==> src/rtl/irq_encoder_ctrl.sv <==
// Interrupt request encoder: edge-captures 8 request lines into a pending
// vector and grants one line at a time by fixed priority until acknowledged.
//
// Ports:
//   clk      - rising-edge clock
//   rst      - synchronous active-high reset
//   en       - enables request capture and new grants
//   din[7:0] - raw level request lines (rising edges are latched)
//   mask     - 1 blocks a line from being granted (it is still latched)
//   ack      - consumer acknowledge of the current grant
//   dout     - registered index of the granted line
//   valid    - registered, high while a grant awaits ack
//   pending  - registered latched-request vector
module irq_encoder_ctrl #(
    parameter bit PRIO_LSB = 1'b1
) (
    input  logic       clk,
    input  logic       rst,
    input  logic       en,
    input  logic [7:0] din,
    input  logic [7:0] mask,
    input  logic       ack,
    output logic [2:0] dout,
    output logic       valid,
    output logic [7:0] pending
);

    typedef enum logic {
        IDLE = 1'b0,
        HOLD = 1'b1
    } state_t;

    state_t     state_q, state_d;
    logic [7:0] din_q;
    logic [7:0] pending_q, pending_d;
    logic [2:0] dout_q, dout_d;
    logic       valid_q, valid_d;

    logic [7:0] elig;
    logic       grant;
    logic [2:0] pick;

    // Grants look at the pending value from before this edge, so a fresh
    // request needs one cycle in pending before it can be granted.
    assign elig  = pending_q & ~mask;
    assign grant = en && (elig != 8'h00);

    always_comb begin
        pick = 3'd0;
        if (PRIO_LSB) begin
            for (int i = 7; i >= 0; i--) begin
                if (elig[i]) pick = 3'(i);
            end
        end else begin
            for (int i = 0; i < 8; i++) begin
                if (elig[i]) pick = 3'(i);
            end
        end
    end

    // Ack clears the granted bit first; a simultaneous new edge re-sets it.
    always_comb begin
        pending_d = pending_q;
        if (state_q == HOLD && ack) pending_d[dout_q] = 1'b0;
        if (en) pending_d = pending_d | (din & ~din_q);
    end

    always_ff @(posedge clk) begin
        if (rst) begin
            state_q   <= IDLE;
            din_q     <= 8'h00;
            pending_q <= 8'h00;
            dout_q    <= 3'd0;
            valid_q   <= 1'b0;
        end else begin
            state_q   <= state_d;
            din_q     <= din;
            pending_q <= pending_d;
            dout_q    <= dout_d;
            valid_q   <= valid_d;
        end
    end

    always_comb begin
        state_d = state_q;
        unique case (state_q)
            IDLE: if (grant) state_d = HOLD;
            HOLD: if (ack) state_d = IDLE;
            default: state_d = IDLE;
        endcase
    end

    always_comb begin
        dout_d  = dout_q;
        valid_d = valid_q;
        unique case (state_q)
            IDLE: begin
                if (grant) begin
                    dout_d  = pick;
                    valid_d = 1'b1;
                end
            end
            HOLD: if (ack) valid_d = 1'b0;
            default: valid_d = 1'b0;
        endcase
    end

    assign dout    = dout_q;
    assign valid   = valid_q;
    assign pending = pending_q;

endmodule

==> config.mk <==
export PLATFORM = sky130hd
export DESIGN_NAME = irq_encoder_ctrl
export DESIGN_NICKNAME = d
export VERILOG_FILES = /design/src/rtl/irq_encoder_ctrl.sv
export SDC_FILE = /design/constraint.sdc
export NUM_CORES = 1
export LEC_CHECK = 0
export BUFFER_PORTS_ARGS = -buffer_cell sky130_fd_sc_hd__buf_2
export CAP_MARGIN = 20
export CORE_MARGIN = 4
export CORE_UTILIZATION = 45
export DETAILED_ROUTE_END_ITERATION = 12
export PLACE_DENSITY_LB_ADDON = 0.1
export SYNTH_ARGS = -nofsm -noshare
export SYNTH_HDL_FRONTEND = slang
export SYNTH_SLANG_ARGS = --single-unit
==> constraint.sdc <==
create_clock -name clk -period 3.12 [get_ports clk]
set_clock_uncertainty 0.1 [all_clocks]
set_input_delay 0.936 -clock clk [delete_from_list [all_inputs] [get_ports clk]]
set_output_delay 0.936 -clock clk [all_outputs]
set_load 0.005 [all_outputs]
---- Word-level counts from Yosys, hierarchy flattened ----
Index checks and enable logic that the tools add are counted.
word-level totals
  register bits after elaboration ......... 21
cells by class
  $lt $le $gt $ge ......................... 2
  equal/unequal tests ..................... 2
  muxes and demuxes ....................... 18
  bitwise logic cells ..................... 8
  reduce and logical (&&, ||, !) cells .... 6
operators with widths
  operator                                              count
  bitwise AND 8 bit                                     3
  two-way mux 3 bit                                     8
  NOT 8 bit                                             3
  two-way mux 8 bit                                     2
  OR 8 bit                                              1
  nonzero test 8 bit                                    1
  two-way mux 1 bit                                     5
  < comparator 3 x 4 -> 1 bit (second input constant)   1
  != test 2 bit (second input constant)                 2
  case mux 1 bit (2 select lines)                       2
  AND reduction 2 bit                                   2
  demux 1 bit (select 3 bit)                            1
  >= comparator 3 x 1 -> 1 bit (second input constant)  1
  logical AND 1 bit                                     3
  NOT 1 bit                                             1

---- Logic depth before layout (Yosys ltp) ----
Gate-level depths: netlist (run 1).
  depth after elaboration ................. 10
  mapped depth ............................ 5

---- Worst setup path before layout (run 1) ----
OpenSTA, ideal clock, no wires.
  path type ............................... input-to-reg
  start ................................... input port mask[3]
  end ..................................... register state_q
  library setup time ...................... 132 ps
  arrival ................................. 1,703 ps
  setup slack ............................. 1,185 ps
  cell stages on the path ................. 4
  path through ............................ nand2b_2 > o2111ai_4 > o41ai_4 > a21oi_1
between the ends
  longest elaborated chain between the ends .. 6
ends and longest elaborated chain
  what                             RTL line  text
  from (decl)                      21        input logic [7:0] mask,
  NOT 8 bit                        45        assign elig = pending_q & ~mask;
  bitwise AND 8 bit                45
  nonzero test 8 bit               46        assign grant = en && (elig != 8'h00);
  logical AND 1 bit                46
  two-way mux 1 bit                87        IDLE: if (grant) state_d = HOLD;
  case mux 1 bit (2 select lines)  86        unique case (state_q)
  to (signal assigned)             76        state_q <= state_d;
  to (decl)                        33        state_t state_q, state_d;
Every way passes these cells.
A chain may end at the register's enable or synchronous reset.

---- Final worst setup path (run 1) ----
  start ................................... register dout_q[0], in the netlist dout[0]
  end ..................................... output port dout[0]
RTL lines
  what                    RTL line  text
  from (decl)             36        logic [2:0] dout_q, dout_d;
  from (signal assigned)  79        dout_q <= dout_d;
  to (decl)               23        output logic [2:0] dout,
No word-level cell between the ends.

==> results.json, run 1 <==
{
  "status": "finished clean",
  "clock_latency_ps": 300,
  "syn-instance-count": 95,
  "first_iter_violations": 19,
  "setup_violations": 0,
  "met2_length_um": 1040,
  "cap_violations": 0,
  "fp-row-count": 16,
  "cts_tree": "built",
  "ys_types": 27,
  "cp_slowest_stage_delay_ps": 480,
  "yosysSeqAreaShare": 0.455,
  "io_pins": 32,
  "hold_path_startpoint": "valid",
  "rsz0062_at_grt": "no",
  "worstPathArrival_ps": 940,
  "stdcell_area_um2": 1120,
  "crit_chain": "buf_2",
  "wl_met1_um": 900,
  "core_area_um2": 1960,
  "synth_ff_type": "dfxtp_1",
  "hold_path_class": "reg2reg",
  "ant_nets": 0,
  "die_w_um": 53.3,
  "power.leakage_nw": 0.464,
  "viasPerCell": 5.05,
  "crit_required_ps": 2080,
  "place_congestion": 0.895,
  "rrSetupSlack_ps": 1720,
  "r2r-start": "pending[2]",
  "synth-warning-count": 0,
  "p_sw_mw": 0.134,
  "holdPathEnd": "valid",
  "syn_to_final_growth_pct": 21.7,
  "internal-power_mw": 0.382,
  "first_pass_iters": 4,
  "combPwrFrac": 0.173,
  "cts_num_sinks": 21,
  "fin_ws_ps": 1140,
  "postPlaceCellArea_um2": 1100,
  "reg2reg_depth": 4,
  "async_reset_ff_frac": 0,
  "worstPathMaxFanout": 7,
  "gr-total-overflow": 0,
  "start_kind": "flop",
  "wl_per_cell_um": 13.4,
  "portBuffers": 31,
  "finalCritPeriodShare": 0.633,
  "netlist_area_um2": 925,
  "drv_slew": 0,
  "maxUsedRoutingLayer": "met4",
  "tightest_slew_ps": 492,
  "clkPwrFrac": 0.247,
  "power_frac_seq": 0.580,
  "die_h_um": 53.3,
  "cts_root_buf": "clkbuf_4",
  "relSlewSlack": 0.671,
  "routed_wl_um": 2060,
  "syn-mean-instance-area_um2": 9.73,
  "finalSetupTns_ps": 0,
  "dp_hpwl_um": 1570,
  "holdPathStages": 2,
  "grt_antenna_before_repair": 0,
  "holdWs_ps": 358,
  "cts-buffers-inserted": 3,
  "hold_violations": 0,
  "dieArea_um2": 2840,
  "r2r-end": "dout[0]",
  "slowest_stage": "dfxtp_1",
  "path_class": "reg2out",
  "cts_htree_levels": 1,
  "cts_resized": 0,
  "vdd_drop_max_v": 0.000341,
  "grt_pass1_vias": 772,
  "layout-drive-gt1-share": 0.323,
  "synth_edf_count": 0,
  "antenna_cells": 0,
  "post_cts_buffers": 0,
  "grt_usage": 0.163,
  "cp.buffers_inverters": 1,
  "routed-wl-met3_um": 101,
  "finalNetCount": 148,
  "cts_buffer_depth": 2,
  "p_sw_frac": 0.259,
  "place_ws_ps": 1020,
  "grt_first_pass_wirelength_um": 3310,
  "cpLargestDelayFamily": "flip-flops",
  "syn-num-nets": 115,
  "fmax_mhz": 506,
  "cts-hold-fix-buffers": 0,
  "num_vias": 777,
  "end_kind": "output pin",
  "path_clk_slew_ps": 110,
  "fin_crit_ps": 1980,
  "drc_errors": 0,
  "p_per_area_nw_per_um2": 458,
  "synth_seq_cells": 21,
  "initial_utilization": 0.471,
  "grt_max_degree": 23
}
state kept, by name (all words and copies together) (netlist names):
name / cells
dout: 3
din_q: 8
valid: 1
pending: 8
state_q: 1
synth_stat cells (2+ instances only):
cell type | count | share of area
dfxtp_1 | 21 | 0.45
nor2b_1 | 14 | 0.095
a21oi_1 | 10 | 0.054
nand3b_1 | 7 | 0.057
o21ai_0 | 7 | 0.038
nand2b_1 | 5 | 0.034
nand2_1 | 4 | 0.016
o31ai_1 | 3 | 0.024
clkbuf_1 | 2 | 0.0081
inv_1 | 2 | 0.0081
nand3_1 | 2 | 0.011
nor2_1 | 2 | 0.0081
o2bb2ai_1 | 2 | 0.019
final cells by class:
class / count / area, um2
flip-flops and latches: 21 / 420
repair buffers: 31 / 155
multi-input cells: 69 / 482
inverters: 2 / 7.51
fillers: 208 / 837
clock buffers: 4 / 26.3
well taps: 27 / 33.8
logic make-up after synthesis:
group / synth area share
flops: 0.455
compound gates: 0.231
simple gates: 0.290
buf+inv: 0.0244
worst max-delay path by stage:
stage / startpoint / endpoint / slack [ps] / depth (start not counted)
floorplan: mask[3] / state_q / 1180 / 4
global placement: mask[3] / valid / 1040 / 5
detailed placement: mask[3] / dout[0] / 1020 / 5
CTS: dout[0] / dout[0] / 1120 / 1
global route: dout[0] / dout[0] / 1080 / 1
finish: dout[0] / dout[0] / 1140 / 1
power by group through the flow:
stage	logic, mW	registers (mW)	clock network, mW
after floorplan	0.0554	0.304	0
after global placement	0.0883	0.305	0
after detailed placement	0.0899	0.305	0
after CTS	0.0902	0.299	0.132
after global routing	0.100	0.301	0.143
final	0.0892	0.299	0.127
through the flow:
stage                     utilization  std cells  total power [mW]
after floorplan                     -         95             0.359
after global placement          0.560        150             0.393
after detailed placement        0.560        150             0.395
after CTS                       0.573        154             0.521
after global routing            0.573        154             0.544
final                           0.573        154             0.515
layout by cell type (no fill, tap or decap), drive strengths merged:
cell type and count:
a211oi 1, a21oi 10, a221oi 1, a311o 1, a311oi 1, and2b 1
buf 31, clkbuf 4, dfxtp 21, inv 2, nand2 5, nand2b 7
nand3 2, nand3b 7, nor2 2, nor2b 14, nor3b 1, o2111ai 1
o21ai 7, o2bb2ai 2, o31ai 3, o41ai 1, or2 1, or2b 1
routing by layer:
| metal | track usage | vias up |
|---|---|---|
| li1 | - | 403 |
| met3 | 0.0338 | 2 |
| met2 | 0.276 | 17 |
| met5 | 0 | - |
| met4 | 0.0894 | 0 |
| met1 | 0.189 | 355 |
Power figures use the tool's default switching activity.
==> run 2: changes to the inputs <==
- ABC_AREA: unset -> 1
- clock period: 3.12 -> 1.97 ns (I/O delays scaled with it)
==> results.json, run 2 <==
{
  "status": "finished clean",
  "synth_top_area_cell": "dfxtp_1",
  "finalSetupTns_ps": 0,
  "path_clk_slew_ps": 120,
  "synth_edf_count": 0,
  "yosys-top-cells-count": "inv_1, nand2_1, dfxtp_1",
  "rsz0062_at_grt": "no",
  "fp-row-count": 16,
  "post_cts_buffers": 0,
  "r2r-end": "dout[1]",
  "num_vias": 857,
  "tightest_slew_ps": 223,
  "dp_hpwl_um": 1630,
  "first_pass_iters": 4,
  "grt_antenna_before_repair": 0,
  "layout_commonest_cell": "buf_2",
  "hold_violations": 0,
  "worstPathMaxFanout": 5,
  "holdPathEnd": "valid",
  "yosysSeqAreaShare": 0.448,
  "cts_buffer_depth": 2,
  "die_h_um": 53.7,
  "p_sw_frac": 0.287,
  "p_sw_mw": 0.244,
  "ys_types": 17,
  "path_class": "reg2out",
  "cap_violations": 0,
  "start_kind": "flop",
  "cts_resized": 0,
  "dieArea_um2": 2880,
  "vdd_drop_max_v": 0.000452,
  "drc_errors": 0,
  "grt_first_pass_wirelength_um": 3260,
  "die_w_um": 53.7,
  "synthSimpleGateAreaFrac": 0.300,
  "synth_top_area_frac": 0.448,
  "cp_slowest_stage_delay_ps": 440,
  "worstPathArrival_ps": 890,
  "hold_path_startpoint": "valid",
  "power_frac_seq": 0.561,
  "clock_latency_ps": 300,
  "io_pins": 32,
  "cpLargestDelayFamily": "flip-flops",
  "layout-drive-gt1-share": 0.294,
  "holdPathStages": 2,
  "first_iter_violations": 10,
  "routed_wl_um": 2050,
  "syn-num-nets": 150,
  "netlist_area_um2": 938,
  "grtUsageMet3": 0.0249,
  "cts_tree": "built",
  "final_cell_mix": "buf_2, inv_1, nand2_1",
  "fin_ws_ps": 392,
  "use_met1": 0.195,
  "end_kind": "output pin",
  "fin_crit_ps": 1580,
  "internal-power_mw": 0.607,
  "portBuffers": 31,
  "combPwrFrac": 0.194,
  "synth_ff_type": "dfxtp_1",
  "gr-total-overflow": 0,
  "initial_utilization": 0.478,
  "clkPwrFrac": 0.245,
  "cts_root_buf": "clkbuf_4",
  "synth.area.mux_share": 0,
  "grt_pass1_vias": 767,
  "globalRoute.busiestLayer": "met2",
  "hold_path_class": "reg2reg",
  "r2r-start": "pending[1]",
  "finalNetCount": 184,
  "synth_compound_area_frac": 0.128,
  "power.leakage_nw": 0.617,
  "setup_violations": 0,
  "relSlewSlack": 0.850,
  "cp.buffers_inverters": 1,
  "cts-hold-fix-buffers": 0,
  "fmax_mhz": 634,
  "utilization": 0.584,
  "async_reset_ff_frac": 0,
  "crit_required_ps": 1280,
  "p_per_area_nw_per_um2": 743,
  "synth_seq_cells": 21,
  "antenna_cells": 0,
  "gr-usage-met2": 0.264,
  "crit_chain": "buf_2",
  "rrSetupSlack_ps": 780,
  "ant_nets": 0,
  "grt_usage": 0.156,
  "synth-warning-count": 0,
  "core_area_um2": 1960,
  "place_congestion": 0.924,
  "syn-instance-count": 130,
  "synth_area_leaders": "dfxtp_1, inv_1, nand2_1, a21oi_1, nand3b_1",
  "grt_max_degree": 14,
  "syn_to_final_growth_pct": 22.1,
  "reg2reg_depth": 9,
  "viasPerCell": 4.51,
  "synth_top_family_by_area": "simple AND/OR/NAND/NOR gates",
  "place_ws_ps": 417,
  "drv_slew": 0,
  "cts_htree_levels": 1,
  "finalCritPeriodShare": 0.801,
  "cts-buffers-inserted": 3,
  "synthAdderAreaFrac": 0,
  "syn-mean-instance-area_um2": 7.22,
  "synth_xor_area_frac": 0,
  "slowest_stage": "dfxtp_1",
  "cts_num_sinks": 21,
  "wl_per_cell_um": 10.8
}
==> run 2: layout make-up <==
type | instances | area [um2]
multi-input combinational | 79 | 402
timing repair buffer | 32 | 163
sequential | 21 | 420
inverter | 27 | 101
clock buffer | 4 | 26.3
fill | 215 | 816
tap | 27 | 33.8
==> run 2: worst max-delay path by stage <==
stage / end / depth (start not counted) / start / slack (ps)
2_1_floorplan: dout[1] / 10 / mask[2] / 590
3_3_place_gp: dout[1] / 11 / mask[2] / 440
3_5_place_dp: dout[1] / 11 / mask[2] / 420
4_1_cts: dout[1] / 1 / dout[1] / 380
5_1_grt: dout[2] / 1 / dout[2] / 320
6_report: dout[1] / 1 / dout[1] / 390
==> run 2: metrics by stage <==
stage               instances  instance area [um2]  hold slack [ps]  total power, mW
finish                    190                 1150              356            0.851
global route              190                 1150              383            0.910
CTS                       190                 1150              364            0.868
detailed placement        186                 1120              345            0.654
global placement          186                 1120              354            0.652
floorplan                 130                  938              344            0.591
==> run 2: cell families after synthesis <==
| logic type | after synthesis |
|---|---|
| AOI/OAI and AO/OA | 23 |
| buffers and inverters | 30 |
| and+or+nand+nor | 56 |
| DFF | 21 |
==> run 2: routing by layer <==
metal  up-vias  wire length, um
met4         0               13
met3         2               99
li1        464                -
met5         -                0
met1       370              940
met2        21              995
==> run 2: worst register-to-register path, cell delays in order (launching register included) <==
cell and delay (ps):
dfxtp_1 390, nand2_2 80, nand2_2 110, nor2_4 50
nand2_2 80, nand3_4 90, inv_2 80, nand2_2 50
nand2_2 60, nor2_2 30
==> run 2: power by group through the flow <==
stage	sequential [mW]	combinational [mW]	clock (mW)
floorplan	0.486	0.105	0
detailed placement	0.487	0.167	0
CTS	0.478	0.168	0.222
global route	0.482	0.189	0.238
global placement	0.487	0.165	0
finish	0.477	0.165	0.209
==> run 3: changes to the inputs <==
- CORE_UTILIZATION: 45 -> 43
- clock period: 1.97 -> 1.3 ns (I/O delays scaled with it)
==> results.json, run 3 (synthesized netlist as in run 2, its figures left out) <==
{
  "status": "finished clean",
  "drc_errors": 0,
  "hold_path_class": "in2reg",
  "startpoint": "pending[7]",
  "place_congestion": 0.877,
  "utilization": 0.607,
  "internal-power_mw": 0.952,
  "end_kind": "output pin",
  "holdPathStages": 3,
  "p_sw_mw": 0.369,
  "p_sw_frac": 0.279,
  "hold_path_startpoint": "din[7]",
  "holdPathEnd": "din_q[7]",
  "worstPathMaxFanout": 4,
  "path_clk_slew_ps": 120,
  "rsz0062_at_grt": "yes",
  "layout-drive-gt1-share": 0.387,
  "portBuffers": 31,
  "clkPwrFrac": 0.232,
  "r2r-end": "dout[1]",
  "clock_latency_ps": 290,
  "routed-wl-met3_um": 139,
  "rrSetupSlack_ps": 140,
  "first_iter_violations": 11,
  "grt_antenna_before_repair": 0,
  "cp_slowest_stage_delay_ps": 380,
  "power_frac_seq": 0.550,
  "setup_violations": 0,
  "first_pass_iters": 4,
  "die_w_um": 54.7,
  "cap_violations": 0,
  "maxUsedRoutingLayer": "met4",
  "p_per_area_nw_per_um2": 1080,
  "hold_violations": 0,
  "finalNetCount": 189,
  "cts_buffer_depth": 2,
  "vdd_drop_max_v": 0.000701,
  "worstPathArrival_ps": 780,
  "drv_slew": 0,
  "cts_num_sinks": 21,
  "final_cell_mix": "buf_2, inv_1, nand2_1",
  "dieArea_um2": 2990,
  "fmax_mhz": 784,
  "holdWs_ps": 195,
  "start_kind": "flop",
  "tightest_slew_ps": 229,
  "fp-row-count": 16,
  "num_vias": 874,
  "total_power_mw": 1.32,
  "slowest_stage": "dfxtp_4",
  "routed_wl_um": 2090,
  "relSlewSlack": 0.846,
  "die_h_um": 54.7,
  "grt_pass1_vias": 800,
  "wl_per_cell_um": 10.7,
  "r2r-start": "pending[2]",
  "cts_tree": "built",
  "gr-total-overflow": 0,
  "initial_utilization": 0.464,
  "viasPerCell": 4.48,
  "core_area_um2": 2020,
  "path_class": "reg2out",
  "grt_max_degree": 15,
  "reg2reg_depth": 9,
  "antenna_cells": 0,
  "cp.buffers_inverters": 1,
  "power.leakage_nw": 0.650,
  "combPwrFrac": 0.219,
  "crit_chain": "buf_6",
  "cts_htree_levels": 1,
  "cts_root_buf": "clkbuf_4",
  "layout_commonest_cell": "buf_2",
  "syn_to_final_growth_pct": 30.8,
  "wl_met1_um": 939,
  "fin_crit_ps": 1270,
  "met2_length_um": 995,
  "dp_hpwl_um": 1640,
  "finalSetupTns_ps": 0,
  "ant_nets": 0,
  "crit_required_ps": 810,
  "cts-buffers-inserted": 3,
  "finalCritPeriodShare": 0.981,
  "grt_first_pass_wirelength_um": 3350,
  "cpLargestDelayFamily": "flip-flops",
  "grt_usage": 0.157,
  "io_pins": 32
}
## run 3: changes by cell type in the layout (fill, tap and decap cells not counted), sizes merged
cell	delta
buf	+5
## run 3: how the worst max path moves through the flow
stage                      end  slack [ps]  depth (start not counted)
floorplan              dout[1]         120                         10
global placement       dout[1]         -10                         11
detailed placement     dout[1]         -40                         11
CTS                    dout[1]           1                          1
global route        pending[7]         -20                          1
finish              pending[7]          30                          1
## run 3: area by class of cell
cell class | count | area, um2
Multi-Input combinational cell | 79 | 405
Timing Repair Buffer | 37 | 219
Clock buffer | 4 | 26.3
Fill cell | 201 | 795
Tap cell | 27 | 33.8
Inverter | 27 | 101
Sequential cell | 21 | 442
## run 3: through the flow
step                      setup WS [ps]  instance area [um2]  std cells
after detailed placement          -35.9                 1130        188
after global placement            -14.0                 1130        188
after floorplan                     119                  938        130
after global routing              -21.4                 1230        195
after CTS                          1.46                 1170        192
final                              25.3                 1230        195
## run 3: timing repair
action	4_1_cts	5_1_grt
pin swaps	0	0
buffers inserted	0	3
gates resized for setup	6	12
hold buffers	0	0
endpoints found under the setup margin	4	12
## run 3: power by group through the flow
stage | combinational [mW] | sequential (mW) | clock, mW
floorplan | 0.160 | 0.736 | 0
global placement | 0.253 | 0.739 | 0
detailed placement | 0.257 | 0.738 | 0
CTS | 0.259 | 0.726 | 0.318
global route | 0.327 | 0.734 | 0.360
finish | 0.289 | 0.726 | 0.306
## run 3: routing by layer
layer | global-route usage | vias to the layer above
met3 | 0.0354 | 2
met2 | 0.256 | 20
li1 | - | 474
met4 | 0.0705 | 0
met1 | 0.194 | 378
met5 | 0 | -
